$ cat src/rtl/trace_pkg.sv
// rtl/trace_pkg.sv - shared types and widths for the writeback trace buffer
package trace_pkg;

    localparam int TRACE_XLEN   = 32;
    localparam int TRACE_REG_AW = 5;

    typedef enum logic [1:0] {
        IDLE    = 2'd0,
        CAPTURE = 2'd1,
        POST    = 2'd2,
        DONE    = 2'd3
    } trace_state_t;

    typedef struct packed {
        logic [TRACE_XLEN-1:0]   pc;
        logic [TRACE_REG_AW-1:0] rd;
        logic [TRACE_XLEN-1:0]   data;
    } trace_entry_t;

endpackage

$ cat src/rtl/trace_ram.sv
// rtl/trace_ram.sv - trace entry storage, synchronous write, asynchronous read
module trace_ram
    import trace_pkg::*;
#(
    parameter int DEPTH = 64,
    parameter int AW    = $clog2(DEPTH)
) (
    input  logic         clk_i,
    input  logic         we_i,
    input  logic [AW-1:0] waddr_i,
    input  trace_entry_t wdata_i,
    input  logic [AW-1:0] raddr_i,
    output trace_entry_t rdata_o
);

    trace_entry_t mem_q [DEPTH];

    // Contents are deliberately not reset; count/pointers define validity.
    always_ff @(posedge clk_i) begin
        if (we_i) begin
            mem_q[waddr_i] <= wdata_i;
        end
    end

    assign rdata_o = mem_q[raddr_i];

endmodule

$ cat src/rtl/pipeline_trace_buffer.sv
// rtl/pipeline_trace_buffer.sv - writeback trace buffer; optional PC trigger under TRACE_TRIGGER_EN
module pipeline_trace_buffer
    import trace_pkg::*;
#(
    parameter int XLEN      = TRACE_XLEN,
    parameter int REG_AW    = TRACE_REG_AW,
    parameter int DEPTH     = 64,
    parameter int POST_TRIG = 32
) (
    input  logic                     CLK,
    input  logic                     RST,
    input  logic                     wb_valid,
    input  logic                     wb_we,
    input  logic [XLEN-1:0]          wb_pc,
    input  logic [REG_AW-1:0]        wb_rd,
    input  logic [XLEN-1:0]          wb_data,
    input  logic                     cfg_mode,
    input  logic                     arm,
    input  logic                     stop,
`ifdef TRACE_TRIGGER_EN
    input  logic [XLEN-1:0]          trig_pc,
`endif
    input  logic                     rd_ready,
    output logic                     rd_valid,
    output logic [XLEN-1:0]          rd_pc,
    output logic [REG_AW-1:0]        rd_rd,
    output logic [XLEN-1:0]          rd_data,
    output logic [$clog2(DEPTH):0]   count,
    output logic                     overflow,
    output logic [1:0]               state
);

    localparam int PW = $clog2(DEPTH);
    localparam int CW = PW + 1;
    localparam logic [CW-1:0] FULL = CW'(DEPTH);

    trace_state_t  state_q, state_d;
    logic [PW-1:0] wr_ptr_q, wr_ptr_d;
    logic [PW-1:0] rd_ptr_q, rd_ptr_d;
    logic [CW-1:0] count_q, count_d;
    logic [PW-1:0] post_cnt_q, post_cnt_d;
    logic          overflow_q, overflow_d;

    logic          qual, full, in_cap, wr_en, pop, trig_hit, post_last, fill_end;
    trace_entry_t  wr_entry, rd_entry;

    assign qual   = wb_valid & wb_we & (wb_rd != '0);
    assign full   = (count_q == FULL);
    assign in_cap = (state_q == CAPTURE) || (state_q == POST);
    // arm restarts capture, so an event arriving with it is dropped.
    assign wr_en  = in_cap & ~arm & qual & ~(cfg_mode & full);
    assign pop    = (state_q == DONE) & ~arm & (count_q != '0) & rd_ready;

`ifdef TRACE_TRIGGER_EN
    assign trig_hit = wr_en & (state_q == CAPTURE) & (wb_pc == trig_pc);
`else
    assign trig_hit = 1'b0;
`endif

    // The trigger entry itself is not part of the POST_TRIG window.
    assign post_last = (state_q == POST) & wr_en & (post_cnt_q == PW'(POST_TRIG - 1));
    // Stop-when-full ends on the write that fills the buffer (or if already full).
    assign fill_end  = in_cap & ~arm & cfg_mode & (full | (wr_en & (count_q == FULL - 1'b1)));

    assign wr_entry.pc   = wb_pc;
    assign wr_entry.rd   = wb_rd;
    assign wr_entry.data = wb_data;

    trace_ram #(
        .DEPTH (DEPTH),
        .AW    (PW)
    ) u_ram (
        .clk_i   (CLK),
        .we_i    (wr_en),
        .waddr_i (wr_ptr_q),
        .wdata_i (wr_entry),
        .raddr_i (rd_ptr_q),
        .rdata_o (rd_entry)
    );

    // State and datapath registers with asynchronous clear.
    always_ff @(posedge CLK or posedge RST) begin
        if (RST) begin
            state_q    <= IDLE;
            wr_ptr_q   <= '0;
            rd_ptr_q   <= '0;
            count_q    <= '0;
            post_cnt_q <= '0;
            overflow_q <= 1'b0;
        end else begin
            state_q    <= state_d;
            wr_ptr_q   <= wr_ptr_d;
            rd_ptr_q   <= rd_ptr_d;
            count_q    <= count_d;
            post_cnt_q <= post_cnt_d;
            overflow_q <= overflow_d;
        end
    end

    // Next-state selection; arm beats stop, stop/full beats trigger.
    always_comb begin
        state_d = state_q;
        unique case (state_q)
            IDLE: begin
                if (arm) state_d = CAPTURE;
            end
            CAPTURE, POST: begin
                if (arm)                               state_d = CAPTURE;
                else if (stop || fill_end || post_last) state_d = DONE;
                else if (trig_hit)                     state_d = POST;
            end
            DONE: begin
                if (arm)                                      state_d = CAPTURE;
                else if ((count_q == '0) || (pop && count_q == CW'(1))) state_d = IDLE;
            end
            default: state_d = IDLE;
        endcase
    end

    // Pointer, occupancy and overflow updates for writes, pops and restarts.
    always_comb begin
        wr_ptr_d   = wr_ptr_q;
        rd_ptr_d   = rd_ptr_q;
        count_d    = count_q;
        post_cnt_d = post_cnt_q;
        overflow_d = overflow_q;
        if (arm) begin
            wr_ptr_d   = '0;
            rd_ptr_d   = '0;
            count_d    = '0;
            post_cnt_d = '0;
            overflow_d = 1'b0;
        end else begin
            if (wr_en) begin
                wr_ptr_d = wr_ptr_q + 1'b1;
                if (full) begin
                    rd_ptr_d   = rd_ptr_q + 1'b1;
                    overflow_d = 1'b1;
                end else begin
                    count_d = count_q + 1'b1;
                end
                if (state_q == POST) post_cnt_d = post_cnt_q + 1'b1;
            end
            if (trig_hit) post_cnt_d = '0;
            if (pop) begin
                rd_ptr_d = rd_ptr_q + 1'b1;
                count_d  = count_q - 1'b1;
            end
        end
    end

    // Readout port: oldest entry, zeroed whenever nothing is offered.
    always_comb begin
        rd_valid = (state_q == DONE) && (count_q != '0);
        rd_pc    = '0;
        rd_rd    = '0;
        rd_data  = '0;
        if (rd_valid) begin
            rd_pc   = rd_entry.pc;
            rd_rd   = rd_entry.rd;
            rd_data = rd_entry.data;
        end
    end

    assign count    = count_q;
    assign overflow = overflow_q;
    assign state    = state_q;

endmodule

$ cat config.mk
export PLATFORM = sky130hd
export DESIGN_NAME = pipeline_trace_buffer
export DESIGN_NICKNAME = d
export VERILOG_FILES = /design/src/rtl/trace_pkg.sv /design/src/rtl/trace_ram.sv /design/src/rtl/pipeline_trace_buffer.sv
export SDC_FILE = /design/constraint.sdc
export NUM_CORES = 2
export LEC_CHECK = 0
export CAP_MARGIN = 5
export CORE_ASPECT_RATIO = 0.5
export CORE_MARGIN = 1
export CORE_UTILIZATION = 56
export CTS_CLUSTER_SIZE = 20
export DETAILED_ROUTE_END_ITERATION = 8
export PLACE_DENSITY = 0.75
export SLEW_MARGIN = 20
export SYNTH_ARGS = -nofsm -noshare
export SYNTH_HDL_FRONTEND = slang
export SYNTH_MEMORY_MAX_BITS = 65536
export SYNTH_SLANG_ARGS = --single-unit
$ cat constraint.sdc
create_clock -name CLK -period 5.21 [get_ports CLK]
set_clock_uncertainty 0.1 [all_clocks]
set_input_delay 0.7815 -clock CLK [delete_from_list [all_inputs] [get_ports CLK]]
set_output_delay 0.7815 -clock CLK [all_outputs]
set_load 0.03 [all_outputs]
==> results.json <==
{
  "status": "finished with violations",
  "violations": "negative setup slack",
  "cts_made_buffers": 377,
  "portBuffers": 156,
  "drv_cap": 0,
  "tightest_slew_ns": 1.20,
  "clkTransAtPathRegs_ns": 0.07,
  "antenna_found_initial": 26,
  "first_pass_iters": 8,
  "crit_type": "flip-flop to output pin",
  "yosysWarnings": 0,
  "ys_ff_latch": 4444,
  "via_per_inst": 7.09,
  "synth_area_um2": 170000,
  "synth_ff_type": "edfxtp_1",
  "p_comb_frac": 0.040,
  "hold_ws_ns": 0.120,
  "end_kind": "output pin",
  "power_switching_w": 0.0144,
  "dp_slack_ns": 0.579,
  "pwr-share-seq": 0.561,
  "initial_core_util": 0.565,
  "syn-num-nets": 7636,
  "root_buffer": "clkbuf_16",
  "grt_use_total": 0.302,
  "slew_headroom": 0.198,
  "gr-total-overflow": 0,
  "grt_pass1_wl_um": 646000,
  "synth_edf_count": 4416,
  "clk_latency_ns": 0.92,
  "path_cells": "or4_4 > o311ai_4 > buf_8 > o22a_1 > a31oi_1 > buf_4 > buf_12",
  "rows": 142,
  "power.density_nw_per_um2": 367,
  "synth.avg_cell_area_um2": 22.5,
  "coreArea_um2": 301000,
  "area_delta_synth_final_pct": 12.5,
  "fp.dieH_um": 391,
  "htreeDepth": 5,
  "final_layout_size_suffix_gt1_frac": 0.260,
  "routabilityCongestion": 0.822,
  "fin_ws_ns": -0.0107,
  "timing.final.crit_share": 1.00,
  "maxSlewViolCount": 0,
  "hold_path.class": "primary input to flip-flop",
  "drc": 0,
  "cts.sinks": 4444,
  "cts_tree": "built",
  "peakVddDrop_v": 0.000279,
  "die-area_um2": 306000,
  "required_ns": 4.33,
  "min_period_ns": 5.22,
  "swShare": 0.205,
  "drt_iter0_drc": 15500,
  "p_int_w": 0.0557,
  "cp.arrival_ns": 4.34,
  "cts_hold_buffers": 0,
  "drt_wl_total_um": 467000,
  "synth_area_leaders": "edfxtp_1 78%, mux4_2 14%, mux2i_1 2.0%, a22oi_1 1.0%, buf_2 0.56%",
  "startpoint_type": "flip-flop",
  "total_power_w": 0.0701,
  "cp_slowest_stage_delay_ns": 0.70,
  "fp.dieW_um": 781,
  "synth_cells": 7549,
  "p_clk_frac": 0.399,
  "yosysSeqAreaShare": 0.785,
  "yosysTopAreaCell": "edfxtp_1",
  "synthArstFlopShare": 0.00630,
  "grt_pass1_vias": 84900,
  "finalHoldViolCount": 0,
  "ctsLongestPathBuffers": 4,
  "cp_max_fo": 30,
  "nets": 8081,
  "synth_cell_types": 72,
  "leakagePower_nw": 57.3,
  "num_vias": 87400,
  "grt_max_degree": 88,
  "ant_nets": 0,
  "synth_top_area_frac": 0.781,
  "max_freq_mhz": 192,
  "drt-wirelength-per-cell_um": 37.9,
  "setup_viol": 1,
  "io_pins": 157,
  "dp_hpwl_um": 242000,
  "slowest_stage": "o311ai_4"
}
==> state kept, by name, indices dropped and copies added (netlist names) <==
register and flops:
u_ram.mem_q 4416, count 7, post_cnt_q 6, rd_ptr_q 6, wr_ptr_q 6, state 2, overflow 1
==> power groups by stage <==
stage	registers, W	logic (W)	clock network (W)
detailed placement	0.0402	0.00271	0
floorplan	0.0402	0.00142	0
CTS	0.0394	0.00276	0.0281
global route	0.0393	0.00292	0.0294
global placement	0.0402	0.00265	0
finish	0.0394	0.00279	0.0280
==> metal layers <==
metal / global-route usage / wire (µm)
met1: 0.429 / 166000
met5: 0 / 92
met3: 0.0771 / 66900
met4: 0.128 / 22600
met2: 0.453 / 212000
==> worst max-delay path: cells and delay by family (launching register included) <==
| kind | cells | cell delay [ns] |
|---|---|---|
| AOI/OAI and AO/OA | 3 | 1.34 |
| buffers and inverters | 3 | 0.91 |
| and+or+nand+nor | 1 | 0.67 |
| DFF | 1 | 0.49 |
==> area by class of cell <==
cell class	count	area, µm²
Sequential cell	4444	133000
Inverter	15	61.3
Timing Repair Buffer	496	5670
Multi-Input combinational cell	2660	35000
Fill cell	18900	110000
Tap cell	4032	5040
Clock inverter	194	1860
Clock buffer	476	10000
Antenna cell	14	35.0
==> cells in the mapped netlist, drive strengths merged (4+ instances only) <==
library cell,n
mux4,1020
mux2,41
or4,13
a31oi,60
clkbuf,135
nor2,121
buf,295
o31ai,4
xnor2,4
a21oi,134
edfxtp,4416
o32a,28
nand2,245
ha,10
a22oi,228
inv,13
o211ai,20
o21ai,83
or2,4
nor2b,15
o221ai,16
xor2,8
a221oi,8
o2111ai,7
dfrtp,28
nand4,10
o22ai,68
a2bb2oi,7
nand2b,12
mux2i,333
a32oi,15
and2,10
nor3,5
a31o,5
nand3b,4
o22a,7
a22o,12
nand3,31
a211oi,12
a41oi,5
a21boi,13
or3,8
==> kinds of logic (layout without fill, tap and decap cells) <==
logic type / after synthesis / after routing / share of synthesized area
AOI/OAI and AO/OA: 749 / 749 / 0.0304
xor gates and xnor gates: 12 / 12 / 0.000619
adders and majority gates: 10 / 10 / 0.000737
buffers and inverters: 445 / 1181 / 0.0127
DFF: 4444 / 4444 / 0.785
muxes: 1394 / 1394 / 0.158
other: 0 / 14 / 0
and+or+nand+nor: 495 / 495 / 0.0130
==> through the flow <==
stage	utilization	TNS, ns	instance area [µm²]	std cells
6_report	0.636	-0.0107	191000	12300
5_1_grt	0.636	-0.0268	191000	12300
4_1_cts	0.635	0	191000	12300
3_5_place_dp	0.594	0	179000	11600
3_3_place_gp	0.594	0	179000	11600
2_1_floorplan	-	-2098.32	170000	7549
==> cell usage in the layout, fill, tap and decap left out, types with 20 or more instances in the layout <==
cell type and count:
edfxtp_1 4416, mux4_2 1020, clkbuf_16 386, mux2i_1 333
buf_4 255, nand2_1 243, a22oi_1 228, buf_12 156
a21oi_1 134, clkbuf_1 85, clkinv_1 76, nor2_4 70
o21ai_0 68, o22ai_1 68, clkinv_2 63, a31oi_1 59
nor2_1 49, buf_2 49, mux2_2 41, bufinv_16 35
nand3_1 31, clkdlybuf4s50_1 29, o32a_1 28, dfrtp_1 22
o211ai_1 20
==> worst paths after layout <==
check	start	end	slack, ns	cells past startpoint
setup reg to reg	state[0]	u_ram.mem_q[61][11]	1.09	8
max in group asynchronous	RST	rd_ptr_q[1]	4.50	3
setup / recovery	count[2]	rd_rd[2]	-0.01	7
hold reg to reg	overflow	overflow	0.42	1
hold / removal	wb_rd[3]	u_ram.mem_q[59][35]	0.12	1
min in group asynchronous	RST	post_cnt_q[2]	0.15	3
==> timing repair <==
| action | in CTS | in global routing |
|---|---|---|
| gates resized for setup | 10 | 7 |
| setup buffers | 12 | 1 |
| setup endpoints to repair | 56 | 5 |
| pin swaps | 0 | 2 |
No activity file was read; power rests on OpenSTA's default activity.
